[config.mk]
export PLATFORM = sky130hd
export DESIGN_NAME = engine_start_sequencer
export DESIGN_NICKNAME = d
export VERILOG_FILES = /design/src/rtl/engine_start_sequencer.sv
export SDC_FILE = /design/constraint.sdc
export NUM_CORES = 1
export LEC_CHECK = 0
export ABC_CLOCK_PERIOD_IN_PS = 3000
export CORE_UTILIZATION = 45
export DETAILED_ROUTE_END_ITERATION = 10
export GPL_TIMING_DRIVEN = 1
export PLACE_DENSITY = 0.82
export SYNTH_ARGS = -nofsm -noshare
export SYNTH_HDL_FRONTEND = slang
export SYNTH_SLANG_ARGS = --single-unit
[constraint.sdc]
create_clock -name clock -period 3 [get_ports clock]
set_input_delay 0.6 -clock clock [delete_from_list [all_inputs] [get_ports clock]]
set_output_delay 0.6 -clock clock [all_outputs]
set_load 0.005 [all_outputs]
[src/rtl/engine_start_sequencer.sv]
// Engine start sequencer: cranks until the engine runs or a crank window expires,
// retries after a cooldown, locks out after repeated failures, and handles stop/stall.
module engine_start_sequencer #(
  parameter int CRANK_CYCLES = 16,
  parameter int COOL_CYCLES  = 32,
  parameter int MAX_TRIES    = 3
) (
  input  logic       clock,
  input  logic       reset,
  input  logic       start,
  input  logic       stop,
  input  logic       sense,
  input  logic       clear,
  output logic       starter,
  output logic       ignition,
  output logic       running,
  output logic       fault,
  output logic       stall,
  output logic [3:0] tries,
  output logic [2:0] state
);

  localparam int MAX_CYC = (CRANK_CYCLES > COOL_CYCLES) ? CRANK_CYCLES : COOL_CYCLES;
  localparam int TW      = ($clog2(MAX_CYC) < 1) ? 1 : $clog2(MAX_CYC);

  typedef enum logic [2:0] {
    S_IDLE      = 3'd0,
    S_CRANK     = 3'd1,
    S_COOLDOWN  = 3'd2,
    S_RUN       = 3'd3,
    S_STOP_WAIT = 3'd4,
    S_LOCKOUT   = 3'd5
  } state_t;

  state_t        state_q, state_d;
  logic [TW-1:0] timer_q, timer_d;
  logic [3:0]    tries_q, tries_d;
  logic          start_q;
  logic          stall_d;
  logic          start_edge;

  assign start_edge = start & ~start_q;

  always_ff @(posedge clock) begin
    if (reset) begin
      state_q <= S_IDLE;
      timer_q <= '0;
      tries_q <= '0;
      start_q <= 1'b0;
      stall   <= 1'b0;
    end else begin
      state_q <= state_d;
      timer_q <= timer_d;
      tries_q <= tries_d;
      start_q <= start;
      stall   <= stall_d;
    end
  end

  always_comb begin
    state_d = state_q;
    tries_d = tries_q;
    stall_d = 1'b0;
    case (state_q)
      S_IDLE: begin
        if (start_edge && !sense && !stop) begin
          state_d = S_CRANK;
          tries_d = 4'd1;
        end
      end
      // Abort wins over a confirmed start, which wins over the crank timeout.
      S_CRANK: begin
        if (stop)
          state_d = S_IDLE;
        else if (sense)
          state_d = S_RUN;
        else if (timer_q == TW'(CRANK_CYCLES - 1))
          state_d = (tries_q == 4'(MAX_TRIES)) ? S_LOCKOUT : S_COOLDOWN;
      end
      S_COOLDOWN: begin
        if (stop)
          state_d = S_IDLE;
        else if (timer_q == TW'(COOL_CYCLES - 1)) begin
          state_d = S_CRANK;
          tries_d = tries_q + 4'd1;
        end
      end
      S_RUN: begin
        if (stop)
          state_d = S_STOP_WAIT;
        else if (!sense) begin
          state_d = S_IDLE;
          stall_d = 1'b1;
        end
      end
      S_STOP_WAIT: begin
        if (!sense)
          state_d = S_IDLE;
      end
      S_LOCKOUT: begin
        if (clear) begin
          state_d = S_IDLE;
          tries_d = 4'd0;
        end
      end
      default: state_d = S_IDLE;
    endcase

    // The timer only counts inside the timed states and restarts on every transition.
    if (state_d != state_q)
      timer_d = '0;
    else if (state_q == S_CRANK || state_q == S_COOLDOWN)
      timer_d = timer_q + TW'(1);
    else
      timer_d = '0;
  end

  always_comb begin
    starter  = 1'b0;
    ignition = 1'b0;
    running  = 1'b0;
    fault    = 1'b0;
    case (state_q)
      S_CRANK:   begin starter = 1'b1; ignition = 1'b1; end
      S_RUN:     begin ignition = 1'b1; running = 1'b1; end
      S_LOCKOUT: fault = 1'b1;
      default:   ;
    endcase
  end

  assign tries = tries_q;
  assign state = state_q;

endmodule

==> impl_table.tex, run 1 <==
\begin{tabular}{lr}
\hline
Metric & Value \\
\hline
\multicolumn{2}{l}{\textbf{Clock tree}} \\
Post-CTS sizing & 0 \\
Clock transition at the registers of the reported paths & 0.08 ns \\
CTS Root Cell & sky130\_fd\_sc\_hd\_\_clkbuf\_4 \\
TritonCTS clock tree & built \\
Maximum buffer depth of the clock tree & 2 \\
Number of clock buffers inserted by TritonCTS & 3 \\
Number of buffers added to fix hold violations after cts & 0 \\
Number of sinks driven by the clock tree & 14 \\
Buffers inserted during post-CTS setup optimization & 0 \\
Worst-skew pair later-pin latency & 0.28 ns \\
H-tree levels & 1 \\
\multicolumn{2}{l}{\textbf{Placed design}} \\
Pre-CTS setup slack & 0.555 ns \\
Weighted congestion at the end of routability-driven global placement & 0.858 \\
Estimated wirelength of the detail-placed design & 1320 um \\
Placed cell areas & 956 um2 \\
\# port buffers & 17 \\
\multicolumn{2}{l}{\textbf{Critical path}} \\
Setup CP Type & reg -> out \\
Critical path launch point type & flop \\
Max FO, Critical Path & 13 \\
Critical path data required time & 2.40 ns \\
Arrival time reported for the critical path endpoint & 1.67 ns \\
Type of element capturing the critical path & output pin \\
\multicolumn{2}{l}{\textbf{Floorplan}} \\
Boundary pin count & 18 \\
Die span in x & 43.9 um \\
Core area & 1580 um2 \\
Standard-cell row count & 14 \\
Overall die height & 43.9 um \\
Starting Density & 50.2\% \\
Area of the die & 1930 um2 \\
\multicolumn{2}{l}{\textbf{Yosys}} \\
Post-Synthesis Cell Area & 791 um2 \\
Nets in the synthesized netlist & 99 \\
Part of the Yosys area used for sequential elements & 35.4\% \\
Synth cell types & 35 \\
Avg Synthesized Cell Area & 8.88 um2 \\
Synthesis Warnings & 0 \\
Number of synthesized register bits & 14 \\
Post-Syn Instances & 89 \\
\multicolumn{2}{l}{\textbf{Global routing}} \\
Busiest layer in global routing & met2 \\
Met2 layer usage reported by global route & 34.3\% \\
Via count of the first global-routing pass & 656 \\
Global-route wire length before repair & 2900 um \\
GR Util met1 & 24.3\% \\
Global-route usage over all layers & 20.2\% \\
Fraction of met3 tracks used by global routing & 6.67\% \\
Antenna violations before repair & 0 \\
GRT overflow & 0 \\
Pin count of the biggest net entering global routing & 14 \\
\multicolumn{2}{l}{\textbf{Pwr}} \\
Pwr dens & 359 nW/um2 \\
Leakage dissipation & 0.334 nW \\
Maximum ir drop on the vdd rail & 0.258 mV \\
\multicolumn{2}{l}{\textbf{Timing}} \\
Rel. slew slack & 60.1\% \\
Setup repair after global routing missed its margin & no \\
Peak clock frequency supported by timing & 441 MHz \\
Setup ws final & 0.733 ns \\
Tightest Pin Transition & 0.599 ns \\
Final count of negative-setup-slack endpoints & 0 \\
Max-slew violation total from the final report & 0 \\
Shortest period the worst path allows & 2.27 ns \\
Setup TNS & 0 ns \\
Hold violation total from the final report & 0 \\
Fin crit share & 75.6\% \\
Worst setup skew after layout & 0.00529 ns \\
\multicolumn{2}{l}{\textbf{Routing}} \\
Average detailed-routed wire length per instance & 14.4 um \\
Number of optimization iterations in the first detailed-route pass & 4 \\
Total number of vias & 756 \\
DRC violations left & 0 \\
Detailed-route wire length & 1760 um \\
Via density & 6.20 \\
Detailed Route Iter0 Violations & 25 \\
Antenna-violating nets left & 0 \\
\multicolumn{2}{l}{\textbf{Min path}} \\
Class of the most critical hold timing path & reg -> reg \\
\multicolumn{2}{l}{\textbf{Final layout}} \\
Ratio of cells with drive above 1 in the final layout & 8.49\% \\
Number of antenna repair diodes & 0 \\
Final net count & 117 \\
Signed area change from the synthesized netlist to the final layout & 25.5\% \\
Non-Filler Cell Area, Final & 992 um2 \\
Commonest cells after routing, fill and taps aside & 17 x sky130\_fd\_sc\_hd\_\_clkdlybuf4s50\_1, 14 x sky130\_fd\_sc\_hd\_\_dfxtp\_1, 6 x sky130\_fd\_sc\_hd\_\_inv\_1, 6 x sky130\_fd\_sc\_hd\_\_a21oi\_1 \\
Commonest non-fill, non-tap cell in the layout & sky130\_fd\_sc\_hd\_\_clkdlybuf4s50\_1 \\
\multicolumn{2}{l}{\textbf{Run}} \\
Number of max-cap violations & 0 \\
\multicolumn{2}{l}{\textbf{Status}} \\
Run status & finished clean \\
\hline
\end{tabular}
==> sequential cells by signal (all words and copies together) (netlist names) <==
name     cells
timer_q      5
tries        4
state        3
stall        1
start_q      1
==> power by group <==
part,total (mW),internal [mW],switching (mW)
Combinational,0.0300,0.0150,0.0150
Sequential,0.191,0.188,0.00317
Clock,0.135,0.0739,0.0612
Total,0.356,0.277,0.0794
==> path summary, 6_finish.rpt <==
check / slack (ns) / from / cells after the start / endpoint
setup / recovery: 0.73 / state[0] / 3 / ignition
hold / removal: 0.46 / timer_q[0] / 1 / timer_q[0]
setup reg to reg: 0.85 / timer_q[0] / 7 / timer_q[3]
hold reg to reg: 0.46 / timer_q[0] / 1 / timer_q[0]
==> routing by layer <==
layer,vias to the layer above,part of all wire (%),routed length [um]
met1,366,44,779
met3,0,4.8,85
met4,0,0,0
met2,23,51,892
met5,-,0,0
li1,367,-,-
==> synth_stat cells, drive strengths merged <==
cell type  number  share of area (%)
nor3b           4                4.4
a211oi          1                1.6
and3b           2                2.2
xor2            1                1.1
and3            1               0.79
a32oi           1                1.1
a32o            1                1.3
a21oi           6                3.8
inv             6                2.8
buf             3                2.7
nor3            4                2.5
nand2b          5                4.0
nor2b           2                1.6
and4            1                1.1
o211ai          1               0.95
xnor2           1                1.1
nand2           1               0.47
ha              4                6.3
nand4           3                3.2
clkbuf          1               0.47
a31oi           3                2.4
nand3           5                3.2
or4b            2                2.5
nor4            2                3.5
o21ai           4                2.5
or2             1               0.79
nor2            5                2.4
o311ai          1                1.1
or3             2                1.6
dfxtp          14                 35
o2111ai         1                1.1
==> per-stage QoR <==
step	power (mW)	instances	utilization, %	hold slack [ns]
6_report	0.356	122	62.9	0.461
5_1_grt	0.372	122	62.9	0.470
4_1_cts	0.360	122	62.9	0.464
3_5_place_dp	0.225	118	60.6	0.452
3_3_place_gp	0.224	118	60.6	0.447
2_1_floorplan	0.208	89	-	0.430
==> worst max-delay path, cell delays in order, from the launching register on <==
cell and delay (ns):
sky130_fd_sc_hd__dfxtp_1 0.57, sky130_fd_sc_hd__nand2b_1 0.18, sky130_fd_sc_hd__inv_1 0.13, sky130_fd_sc_hd__clkdlybuf4s50_1 0.51
==> final cells by class <==
cell class	count	area, um2
fill	135	584
clock buffer	4	36.3
tap	16	20.0
sequential	14	280
timing repair buffer	17	170
inverter	6	22.5
multi-input combinational	65	463
==> cell families (layout without fill, tap and decap cells) <==
logic type	count (synthesis)	in the layout	share of synthesized area, %
AO/OA/AOI/OAI	19	19	15.8
AND/OR/NAND/NOR	40	40	34.2
adder cells (fa/ha/maj)	4	4	6.33
XOR/XNOR	2	2	2.22
buffers and inverters	10	27	6.01
flip-flops	14	14	35.4
Note: power is estimated with default switching activity, not from simulation.
==> run 2, diff against run 1 <==
--- a/config.mk
+++ b/config.mk
@@ -5,7 +5,7 @@
 export SDC_FILE = /design/constraint.sdc
 export NUM_CORES = 1
 export LEC_CHECK = 0
-export ABC_CLOCK_PERIOD_IN_PS = 3000
+export ABC_CLOCK_PERIOD_IN_PS = 2300
 export CORE_UTILIZATION = 45
 export DETAILED_ROUTE_END_ITERATION = 10
 export GPL_TIMING_DRIVEN = 1
==> constraint.sdc (replaced) <==
create_clock -name clock -period 2.3 [get_ports clock]
set_input_delay 0.46 -clock clock [delete_from_list [all_inputs] [get_ports clock]]
set_output_delay 0.46 -clock clock [all_outputs]
set_load 0.005 [all_outputs]
==> run 2 against run 1 <==
Cell area rose by 1.6%. Register-to-register slack lost 0.65 ns. First-iteration DRC count fell by 4.0%. Routed wire length down 1.1%. Hold slack got worse by 0.0030 ns. Total power rose by 21%. Global-route usage grew 0.91 points. Clock-buffer cell count fell by 1. Via count shrank 0.40%. Sequential share of layout area fell by 0.46 points. Highest routed layer is now met4. Clock power hardly changed.
==> impl_table.tex, run 2 (synthesis gave the netlist of run 1 again) <==
\begin{tabular}{lr}
\hline
Metric & Value \\
\hline
\multicolumn{2}{l}{\textbf{Status}} \\
Run status & finished clean \\
\multicolumn{2}{l}{\textbf{Timing}} \\
Worst setup skew after layout & 0.0140 ns \\
Hold violation total from the final report & 0 \\
Peak clock frequency supported by timing & 466 MHz \\
Shortest period the worst path allows & 2.15 ns \\
Fin crit share & 93.3\% \\
Setup TNS & 0 ns \\
Rel. slew slack & 65.1\% \\
Tightest Pin Transition & 0.523 ns \\
Smallest hold slack & 0.458 ns \\
Setup repair after global routing missed its margin & no \\
Final count of negative-setup-slack endpoints & 0 \\
Max-slew violation total from the final report & 0 \\
Setup ws final & 0.154 ns \\
\multicolumn{2}{l}{\textbf{Critical path}} \\
Ordered cell list for the critical path & nand2b\_1, inv\_1, clkdlybuf4s50\_1 \\
Number of gates on the worst path with buffers counted & 3 \\
Max incr delay on CP & 0.57 ns \\
Cell with the largest stage delay on the worst path & sky130\_fd\_sc\_hd\_\_dfxtp\_1 \\
Setup CP Type & reg -> out \\
Critical path capture point & ignition \\
Arrival time reported for the critical path endpoint & 1.69 ns \\
R2R setup slack & 0.20 ns \\
Type of element capturing the critical path & output pin \\
Max FO, Critical Path & 13 \\
Critical path launch point & state[0] \\
Worst reg-to-reg path cell count & 7 \\
Critical path launch point type & flop \\
Buffers and inverters on the worst path & 2 \\
Top Family by Delay on Critical Path & buffers and inverters \\
Reg-to-reg critical path endpoint & timer\_q[2] \\
Critical path data required time & 1.84 ns \\
RR Startpoint & timer\_q[0] \\
\multicolumn{2}{l}{\textbf{Pwr}} \\
Total net switching power & 0.101 mW \\
Clk network pwr share & 32.0\% \\
Total Power Consumption & 0.429 mW \\
Pwr dens & 426 nW/um2 \\
Sw Ratio & 23.5\% \\
Sequential share of power & 58.1\% \\
Combinational group share of total power & 9.9\% \\
Maximum ir drop on the vdd rail & 0.346 mV \\
Leakage dissipation & 0.346 nW \\
Internal Dissipation & 0.328 mW \\
\multicolumn{2}{l}{\textbf{Global routing}} \\
Fraction of met3 tracks used by global routing & 7.50\% \\
GRT overflow & 0 \\
Global-route usage over all layers & 21.1\% \\
GR Util met1 & 25.3\% \\
Pin count of the biggest net entering global routing & 14 \\
Global-route wire length before repair & 2930 um \\
Antenna violations before repair & 0 \\
Via count of the first global-routing pass & 690 \\
Met2 layer usage reported by global route & 32.2\% \\
Busiest layer in global routing & met2 \\
\multicolumn{2}{l}{\textbf{Placed design}} \\
Cells after DPL & 122 \\
Estimated wirelength of the detail-placed design & 1280 um \\
Weighted congestion at the end of routability-driven global placement & 0.845 \\
Pre-CTS setup slack & 0.0309 ns \\
\# port buffers & 17 \\
\multicolumn{2}{l}{\textbf{Clock tree}} \\
Maximum buffer depth of the clock tree & 2 \\
CTS Root Cell & sky130\_fd\_sc\_hd\_\_clkbuf\_4 \\
Number of clock buffers inserted by TritonCTS & 3 \\
H-tree levels & 1 \\
Buffers inserted during post-CTS setup optimization & 0 \\
Number of buffers added to fix hold violations after cts & 0 \\
TritonCTS clock tree & built \\
Number of sinks driven by the clock tree & 14 \\
Worst-skew pair later-pin latency & 0.29 ns \\
Clock transition at the registers of the reported paths & 0.07 ns \\
Post-CTS sizing & 0 \\
\multicolumn{2}{l}{\textbf{Final layout}} \\
Final net count & 121 \\
Ratio of cells with drive above 1 in the final layout & 11.0\% \\
Number of antenna repair diodes & 0 \\
Combined flip-flop and latch cell area & 280 um2 \\
Largest register by flop count & timer\_q \\
Signed area change from the synthesized netlist to the final layout & 27.5\% \\
Multi-input combinational cell area & 463 um2 \\
Number of standard cells in the layout, taps in and fillers out & 125 \\
Filler cells & 133 \\
Number of flip-flops in the largest register & 5 \\
Commonest non-fill, non-tap cell in the layout & sky130\_fd\_sc\_hd\_\_clkdlybuf4s50\_1 \\
Commonest cells after routing, fill and taps aside & 17 x sky130\_fd\_sc\_hd\_\_clkdlybuf4s50\_1, 14 x sky130\_fd\_sc\_hd\_\_dfxtp\_1, 6 x sky130\_fd\_sc\_hd\_\_inv\_1, 6 x sky130\_fd\_sc\_hd\_\_a21oi\_1 \\
\multicolumn{2}{l}{\textbf{Routing}} \\
Detailed-route wire length & 1740 um \\
Number of optimization iterations in the first detailed-route pass & 4 \\
DRC violations left & 0 \\
Via density & 6.02 \\
Antenna-violating nets left & 0 \\
Detailed Route Iter0 Violations & 24 \\
Total number of vias & 753 \\
Average detailed-routed wire length per instance & 13.9 um \\
\multicolumn{2}{l}{\textbf{Min path}} \\
Class of the most critical hold timing path & reg -> reg \\
Hold Path Stages & 1 \\
\multicolumn{2}{l}{\textbf{Floorplan}} \\
Overall die height & 43.9 um \\
Starting Density & 50.2\% \\
Standard-cell row count & 14 \\
Core area & 1580 um2 \\
Die span in x & 43.9 um \\
Area of the die & 1930 um2 \\
Boundary pin count & 18 \\
\multicolumn{2}{l}{\textbf{Run}} \\
Number of max-cap violations & 0 \\
\hline
\end{tabular}
-- run 2: cell count changes in the layout (fill, tap and decap cells not counted) --
cell,before,now
sky130_fd_sc_hd__clkbuf_8,1,0
sky130_fd_sc_hd__buf_4,0,4
-- run 2: worst register-to-register path, stage by stage, from the launching register on --
cell,delay [ns]
sky130_fd_sc_hd__dfxtp_1,0.32
sky130_fd_sc_hd__ha_1,0.22
sky130_fd_sc_hd__and3_1,0.17
sky130_fd_sc_hd__ha_1,0.22
sky130_fd_sc_hd__or4b_1,0.49
sky130_fd_sc_hd__a211oi_2,0.22
sky130_fd_sc_hd__nand4_2,0.18
sky130_fd_sc_hd__nor3_1,0.20
-- run 2: power groups by stage --
stage	logic [mW]	clock network, mW	registers (mW)
2_1_floorplan	0.0185	0	0.253
3_3_place_gp	0.0416	0	0.255
3_5_place_dp	0.0417	0	0.255
4_1_cts	0.0422	0.142	0.249
5_1_grt	0.0453	0.159	0.250
6_report	0.0425	0.138	0.249
-- run 2: layer usage --
layer / share of wire (%) / up-vias
met5: 0 / -
met2: 46 / 38
met1: 43 / 341
li1: - / 372
met3: 9.6 / 2
met4: 1.4 / 0
-- run 2: worst min path at each step --
| stage | end | startpoint | slack [ns] |
|---|---|---|---|
| after floorplan | timer_q[0] | timer_q[0] | 0.43 |
| after global placement | timer_q[0] | timer_q[0] | 0.45 |
| after detailed placement | timer_q[0] | timer_q[0] | 0.45 |
| after CTS | timer_q[0] | timer_q[0] | 0.46 |
| after global routing | timer_q[0] | timer_q[0] | 0.49 |
| final | timer_q[0] | timer_q[0] | 0.46 |
-- run 2: final cells by class --
| class | instances | area share, % |
|---|---|---|
| Multi-Input combinational cell | 65 | 45.9 |
| Clock buffer | 3 | 2.23 |
| Sequential cell | 14 | 27.8 |
| Timing Repair Buffer | 21 | 19.9 |
| Tap cell | 16 | 1.99 |
| Inverter | 6 | 2.23 |
-- run 2: through the flow --
step | util [%] | cell area [um2]
global placement | 62.5 | 986
floorplan | - | 791
global route | 64.0 | 1010
detailed placement | 62.5 | 986
finish | 64.0 | 1010
CTS | 64.0 | 1010
